===== src/rtl/dmem_arb_pkg.sv =====
// Shared types for the two-requester data-memory arbiter.
// Round-robin tie-break is selected with DMEM_ARB_ROUND_ROBIN_EN.
package dmem_arb_pkg;

  localparam int ADDR_W_DEF = 12;
  localparam int DATA_W_DEF = 32;

  typedef enum logic [1:0] {
    IDLE,
    ISSUE,
    RESP
  } state_e;

  typedef enum logic {
    CPU,
    LDR
  } req_id_e;

endpackage


===== src/rtl/dmem_arb_pick.sv =====
// Two-way winner selection between the cpu and loader requesters.
// On a tie the requester not granted most recently wins.
module dmem_arb_pick
  import dmem_arb_pkg::*;
(
  input  logic    cpu_req_i,
  input  logic    ldr_req_i,
  input  req_id_e last_i,
  output logic    valid_o,
  output req_id_e id_o
);

  always_comb begin
    valid_o = cpu_req_i | ldr_req_i;
    id_o    = CPU;
    unique case (1'b1)
      (cpu_req_i & ldr_req_i):
        id_o = (last_i == CPU) ? LDR : CPU;
      (ldr_req_i & ~cpu_req_i):
        id_o = LDR;
      default:
        id_o = CPU;
    endcase
  end

endmodule


===== src/rtl/dmem_arbiter.sv =====
// Data-memory arbiter: cpu vs loader, one access in flight.
// Define DMEM_ARB_ROUND_ROBIN_EN for round-robin ties.
module dmem_arbiter
  import dmem_arb_pkg::*;
#(
  parameter int ADDR_W = ADDR_W_DEF,
  parameter int DATA_W = DATA_W_DEF
) (
  input  logic              clock,
  input  logic              reset,

  input  logic              cpu_req,
  input  logic              cpu_wren,
  input  logic [ADDR_W-1:0] cpu_addr,
  input  logic [DATA_W-1:0] cpu_wdata,
  output logic              cpu_gnt,
  output logic              cpu_rvalid,
  output logic [DATA_W-1:0] cpu_rdata,

  input  logic              ldr_req,
  input  logic              ldr_wren,
  input  logic [ADDR_W-1:0] ldr_addr,
  input  logic [DATA_W-1:0] ldr_wdata,
  output logic              ldr_gnt,
  output logic              ldr_rvalid,
  output logic [DATA_W-1:0] ldr_rdata,

  output logic [ADDR_W-1:0] mem_address,
  output logic [DATA_W-1:0] mem_data,
  output logic              mem_wren,
  input  logic [DATA_W-1:0] mem_q
);

  state_e            state_q;
  req_id_e           id_q;
  logic              wren_q;
  logic [ADDR_W-1:0] addr_q;
  logic [DATA_W-1:0] data_q;
  logic              mem_wren_q;
  logic              cpu_rv_q;
  logic              ldr_rv_q;

  logic              win_v;
  req_id_e           win_id;
  logic              take;
  logic              sel_wren;
  logic [ADDR_W-1:0] sel_addr;
  logic [DATA_W-1:0] sel_data;

`ifdef DMEM_ARB_ROUND_ROBIN_EN
  req_id_e last_q;
`else
  localparam req_id_e last_q = LDR;
`endif

  dmem_arb_pick u_pick (
    .cpu_req_i (cpu_req),
    .ldr_req_i (ldr_req),
    .last_i    (last_q),
    .valid_o   (win_v),
    .id_o      (win_id)
  );

  // Grant is a same-cycle pulse, suppressed while reset is held.
  assign take    = reset & (state_q == IDLE) & win_v;
  assign cpu_gnt = take & (win_id == CPU);
  assign ldr_gnt = take & (win_id == LDR);

  assign sel_wren = (win_id == LDR) ? ldr_wren  : cpu_wren;
  assign sel_addr = (win_id == LDR) ? ldr_addr  : cpu_addr;
  assign sel_data = (win_id == LDR) ? ldr_wdata : cpu_wdata;

  assign mem_address = addr_q;
  assign mem_data    = data_q;
  assign mem_wren    = mem_wren_q;
  assign cpu_rvalid  = cpu_rv_q;
  assign ldr_rvalid  = ldr_rv_q;
  assign cpu_rdata   = mem_q;
  assign ldr_rdata   = mem_q;

  always_ff @(posedge clock) begin
    if (!reset) begin
      state_q    <= IDLE;
      id_q       <= CPU;
      wren_q     <= 1'b0;
      addr_q     <= '0;
      data_q     <= '0;
      mem_wren_q <= 1'b0;
      cpu_rv_q   <= 1'b0;
      ldr_rv_q   <= 1'b0;
`ifdef DMEM_ARB_ROUND_ROBIN_EN
      last_q     <= LDR;
`endif
    end else begin
      mem_wren_q <= 1'b0;
      cpu_rv_q   <= 1'b0;
      ldr_rv_q   <= 1'b0;
      unique case (state_q)
        IDLE: begin
          if (take) begin
            state_q    <= ISSUE;
            id_q       <= win_id;
            wren_q     <= sel_wren;
            addr_q     <= sel_addr;
            data_q     <= sel_data;
            mem_wren_q <= sel_wren;
`ifdef DMEM_ARB_ROUND_ROBIN_EN
            last_q     <= win_id;
`endif
          end
        end
        ISSUE: begin
          state_q  <= RESP;
          cpu_rv_q <= ~wren_q & (id_q == CPU);
          ldr_rv_q <= ~wren_q & (id_q == LDR);
        end
        RESP: begin
          state_q <= IDLE;
        end
        default: begin
          state_q <= IDLE;
        end
      endcase
    end
  end

endmodule


===== config.mk =====
export PLATFORM = sky130hd
export DESIGN_NAME = dmem_arbiter
export DESIGN_NICKNAME = d
export VERILOG_FILES = /design/src/rtl/dmem_arb_pkg.sv /design/src/rtl/dmem_arb_pick.sv /design/src/rtl/dmem_arbiter.sv
export SDC_FILE = /design/constraint.sdc
export NUM_CORES = 1
export LEC_CHECK = 0
export CORE_AREA = 2 2 93 95
export DETAILED_ROUTE_END_ITERATION = 16
export DIE_AREA = 0 0 95 97
export GPL_TIMING_DRIVEN = 0
export PLACE_DENSITY_LB_ADDON = 0.3
export SYNTH_ARGS = -nofsm -noshare
export SYNTH_HDL_FRONTEND = slang
export SYNTH_HIERARCHICAL = 1
export SYNTH_SLANG_ARGS = --single-unit

===== constraint.sdc =====
create_clock -name clock -period 2.74 [get_ports clock]
set_input_delay 0.274 -clock clock [delete_from_list [all_inputs] [get_ports clock]]
set_output_delay 0.274 -clock clock [all_outputs]
set_load 0.1 [all_outputs]

# Yosys cells after proc, flatten, opt, wreduce, memory -nomap -nowiden
# Index checks and enable logic that the tools add are counted.
[op_classes]
n_eq_ne = 2
muxes = 6
bitwise_logic = 12
reduce_logical = 4
[ops]
columns = ["operator", "n"]
rows = [
  ["2-to-1 mux 32 bit", 1],
  ["2-to-1 mux 12 bit", 1],
  ["bitwise AND 1 bit", 7],
  ["NOT 1 bit", 4],
  ["one-hot mux 2 bit (2 select lines)", 1],
  ["AND reduction 2 bit", 2],
  ["AND reduction 3 bit", 1],
  ["== test 2 x 1 -> 1 bit, second input constant", 1],
  ["logical NOT 2 bit", 1],
  ["2-to-1 mux 1 bit", 2],
  ["2-to-1 mux 2 bit", 1],
  ["!= test 2 bit, second input constant", 1],
  ["bitwise OR 1 bit", 1],
]
[totals]
ff_bits = 51
input_bits = 126
out_inout_bits = 113
elab_cells = 32

# Logic depth before layout (Yosys ltp)
[logic_depth]
ltp_word = 5
ltp_mapped = 7
depth_no_buf = 4

# Hierarchy
# Netlist, hierarchy kept.
[by_module_without_submodules]
columns = ["module", "instances", "cells_per_inst", "area_per_inst_um2", "seq_area_each_um2"]
rows = [
  ["dmem_arbiter", 1, 282, 2800.2, 1021.0],
  ["dmem_arb_pick", 1, 2, 13.8, 0.0],
]

# Worst setup path after synthesis
# No wires, ideal clock.
[synth_path]
path_kind = "register -> output"
startpoint = "reg state_q[0]"
endpoint = "out cpu_gnt"
arrival_ns = 2.281
t_required_ns = 2.466
path_slack_ns = 0.185
stages_incl_launch_ff = 6
n_path_buf = 3
cell_sequence = "dfxtp_1 > and4bb_1 > buf_2 > buf_6 > buf_6 > nor2b_1"
[synth_between]
elab_chain_cells = 4
[synth_rtl]
columns = ["item", "line_no", "text"]
rows = [
  ["start: declaration", "dmem_arbiter.sv:34", "state_e state_q;"],
  ["start signal: assignment", "dmem_arbiter.sv:83", "state_q <= IDLE;"],
  ["start signal: assignment", "dmem_arbiter.sv:101", "state_q <= ISSUE;"],
  ["start signal: assignment", "dmem_arbiter.sv:113", "state_q <= RESP;"],
  ["logical NOT 2 bit", "dmem_arbiter.sv:65", "assign take = reset & (state_q == IDLE) & win_v;"],
  ["bitwise AND 1 bit (2 in a row)", "dmem_arbiter.sv:65", ""],
  ["bitwise AND 1 bit", "dmem_arbiter.sv:66", "assign cpu_gnt = take & (win_id == CPU);"],
  ["end: declaration", "dmem_arbiter.sv:16", "output logic cpu_gnt,"],
]
# No other way between the ends.

# Worst setup path after layout
[layout_path]
startpoint = "in cpu_req"
endpoint = "out cpu_gnt"
[layout_between]
elab_cells_between_ends = 7
classes_between = "mux: 1; bitwise: 6"
[layout_rtl]
columns = ["item", "line_no", "text"]
rows = [
  ["start: declaration", "dmem_arbiter.sv:12", "input logic cpu_req,"],
  ["bitwise OR 1 bit", "dmem_arb_pick.sv:14", "valid_o = cpu_req_i | ldr_req_i;"],
  ["via win_v", "dmem_arbiter.sv:43", "logic win_v;"],
  ["bitwise AND 1 bit", "dmem_arbiter.sv:65", ""],
  ["bitwise AND 1 bit", "dmem_arbiter.sv:66", ""],
]
# The timed path passes the listed nets, and every way through them passes these cells.

==> results.md <==
- The row count is 33.
- The worst path uses slightly above 90% of the clock period.
- The cell type with the highest occurrence count on the critical path is sky130_fd_sc_hd__buf_6.
- The mean instance size in the synthesized netlist is 9.908 um^2.
- The area share of xor/xnor cells in the synthesized design is 0%.
- Measured against the total synthesized area, the mux share comes to 16.01%.
- The clock insertion delay at the later pin of the skew report is 300 ps.
- Entering global routing, the biggest net connects 16 pins.
- The worst setup path is of the primary input to output port kind.
- The detail route stage leaves a number of antenna-violating nets equal to 0.
- The run finished with clean final reports.
- The number of sinks driven by the clock tree is 51.
- approximately 240 I/O pins were placed.
- The total of max-cap violations is 0.
- Detailed placement finished with a half-perimeter wire length of roughly 7300 um.
- The number of buffers added for setup after CTS is 0.
- The DRC marker count from the first detailed-route iteration is between 40 and 50.
- From left edge to right edge, the die measures 95 um.
- For this run, the register share of the synthesized area comes to 36.28%.
- The placeable core region is 0.008134 mm^2.
- For the pin with the worst max-slew slack, the measured transition is 1022 ps.
- The maximum vdd ir drop is approximately 330 uV.
- The synthesized design contains slightly above 50 register bits.
- The synthesized netlist devotes about 17% of its cell area to compound gates.
- The path class of the tightest hold or removal check is flip-flop to flip-flop.
- Compared with the post-synthesis result, the final layout area differs by 82.21%.
- The diode insertion count for antenna repair is 0.
- The hold buffer count at CTS is 0.
- The CTS tree is done.
- In the layout the commonest cells are sky130_fd_sc_hd__clkdlybuf4s50_1 (204), sky130_fd_sc_hd__buf_4 (67), sky130_fd_sc_hd__dfxtp_1 (51).
- The startpoint kind of the worst setup timing path is a primary input.
- The largest fanout on the critical path is 10.
- The buffer cell driving the clock tree root is sky130_fd_sc_hd__clkbuf_8.
- The setup TNS is 0 ps.
- The vertical die dimension is 97 um.
- Synthesis produced a netlist whose cell count is 284.
- The initial antenna violation count was 0.
- The leakage dissipation is about 0.0026 uW.
- The time the final worst path needs with I/O delays and setup is 2482 ps.
- Setup repair after global routing left no endpoint under its margin.
- For this run, design rule violations remaining after detail routing come to 0.
- The number of instances in the placed design is 595.
- The worst slack on hold paths is about 450 ps.
- The per-cell via count in the routed design is 4.554.
- The total number of yosys warnings is 6.
- The clock arrives with around 4.7 ps of skew.
- The share of final-layout standard cells stronger than drive strength 1 is 18.47%.
- The simple-gate portion of the synthesized area is ~8.4%.
- Counting the buffers created by CTS gives 5.
- The number of distinct library cell variants in the gate-level netlist after synthesis is 20.
- The cell type of the slowest stage on the worst timing path is sky130_fd_sc_hd__clkdlybuf4s15_2.
- By area, the combinational part of the netlist is dominated by buffers and inverters.
- The delay contributed by the slowest stage of the critical path is 560 ps.
- The via count of the first global-routing pass is 2818.
- The via total after detailed routing is 2746.
- Data on the critical path is required at its endpoint by between 2000 and 2500 ps.
- After clock tree synthesis, the clock-pin slew on the worst setup and hold paths is about 90 ps.
- The die covers approximately 0.0092 mm^2.
- Routability-driven placement finished with a final weighted congestion of 0.7093.
- The area used by multi-input combinational logic is 0.001155 mm^2.
- For this configuration, the core starts out at a cell density of 34.59%.
- Data arrives at the worst endpoint at 2210 ps.
- The number of pins with negative max-slew slack in the final report came to 0.
- For this block, the routed nets add up to ~9000 um of wire.
- Timing would allow up to 402.9 MHz.
- The register cell area after layout is 0.001021 mm^2.
- Traced cell by cell, the critical path runs through clkdlybuf4s50_1, or2_1, and4bb_1, buf_2, buf_6, buf_6, nor2b_1, clkdlybuf4s15_2.
- After detailed routing, the average wire length per cell comes to 14.76 um.
- The commonest non-fill, non-tap cell in the layout is sky130_fd_sc_hd__clkdlybuf4s50_1.
- The post-synth net total is slightly above 400.
- The largest buffer count on any clock path is 2.
- The number of iterations in the first detailed-routing pass is 4.
- The count of input and output buffers is slightly above 200.
- The depth of the CTS H-tree is 2.
- The count of final hold-check violations is 0.
- The total setup violations reported at the end of the flow is 0.
- The first global-routing pass estimated 14140 um of wire.
- Measured against its own limit, the worst slew margin works out to a little under a third.
- The aggregate global-route resource usage is about a fifth.
- For this run, the post-layout net count is 623.
- Dividing total power by cell area gives a power density of 559.2 mW/mm^2.
- For this run the aggregate overflow at the end of global routing stands at 0.
- For this run, the number of standard cells in the final layout without fillers is 603.
- Once the clock tree was built, the resizer swapped 6 gates to a different size.
- The fraction of the mapped netlist area in adder cells is 0%.
- The endpoint type of the worst setup path is an output port.
- Summing every instance area after synthesis gives roughly 0.0028 mm^2.
- The fill cell instance count of the final layout is 709.
## worst paths after layout
| path | startpoint | to | slack [ps] | cells after the start |
|---|---|---|---|---|
| setup / recovery | cpu_req | cpu_gnt | 260 | 8 |
| hold / removal | id_q | cpu_rvalid | 450 | 1 |
| setup reg to reg | state_q[0] | mem_data[19] | 1430 | 6 |
| hold reg to reg | id_q | cpu_rvalid | 450 | 1 |
## layer usage
| layer | up-vias | wire [um] | GRT usage, % |
|---|---|---|---|
| li1 | 1338 | - | - |
| met4 | 0 | 109 | 4.348 |
| met1 | 1262 | 3150 | 19.79 |
| met3 | 9 | 856 | 5.685 |
| met5 | - | 0 | 0 |
| met2 | 137 | 4783 | 37.15 |
## flip-flops by register name, indices dropped and copies added (netlist names)
register,flops
mem_data,32
mem_address,12
state_q,2
cpu_rvalid,1
id_q,1
ldr_rvalid,1
mem_wren,1
wren_q,1
## kinds of logic (layout without fill, tap and decap cells)
group	Yosys count	after routing
other	1	1
buffers and inverters	86	300
AOI/OAI and AO/OA	47	47
muxes	45	45
and+or+nand+nor	54	54
DFF	51	51
## synth_stat cells (all sizes together)
master | number | area, um^2
conb | 1 | 3.750
mux2i | 45 | 450.4
a21boi | 1 | 7.510
o211a | 45 | 450.4
or2 | 1 | 6.260
dfxtp | 51 | 1021
nor3 | 1 | 5.000
inv | 1 | 3.750
and4bb | 1 | 12.51
nor2b | 3 | 18.77
o21a | 1 | 7.510
nand2 | 45 | 168.9
nand3b | 1 | 7.510
nor3b | 1 | 7.510
clkbuf | 5 | 22.52
and2 | 1 | 8.760
buf | 80 | 611.8
## where the power goes
part	switching [uW]	internal (uW)
Combinational	1020	464
Clock	248	296
Sequential	33.7	807
Total	1300	1570
## critical path, delay by kind of cell
family,cells,cell delay [ps]
buf+inv,5,1490
simple gates,3,430
## per-stage QoR
step                total power [uW]  setup slack, ps  util [%]  instance area, um^2
floorplan                       1948            185.2         -                 2814
global placement                2333           -320.7     61.56                 5007
detailed placement              2347           -325.6     61.56                 5007
CTS                             2894            247.5     63.04                 5127
global route                    2982            186.7     63.04                 5127
finish                          2867            258.1     63.04                 5127
## layout make-up
type	count	area share, %
multi-input combinational	147	22.52
sequential	51	19.91
clock inverter	2	0.6833
tap	105	2.562
clock buffer	6	1.611
buffer	85	12.37
inverter	1	0.07321
timing repair buffer	206	40.26
Power figures use the tool's default switching activity.
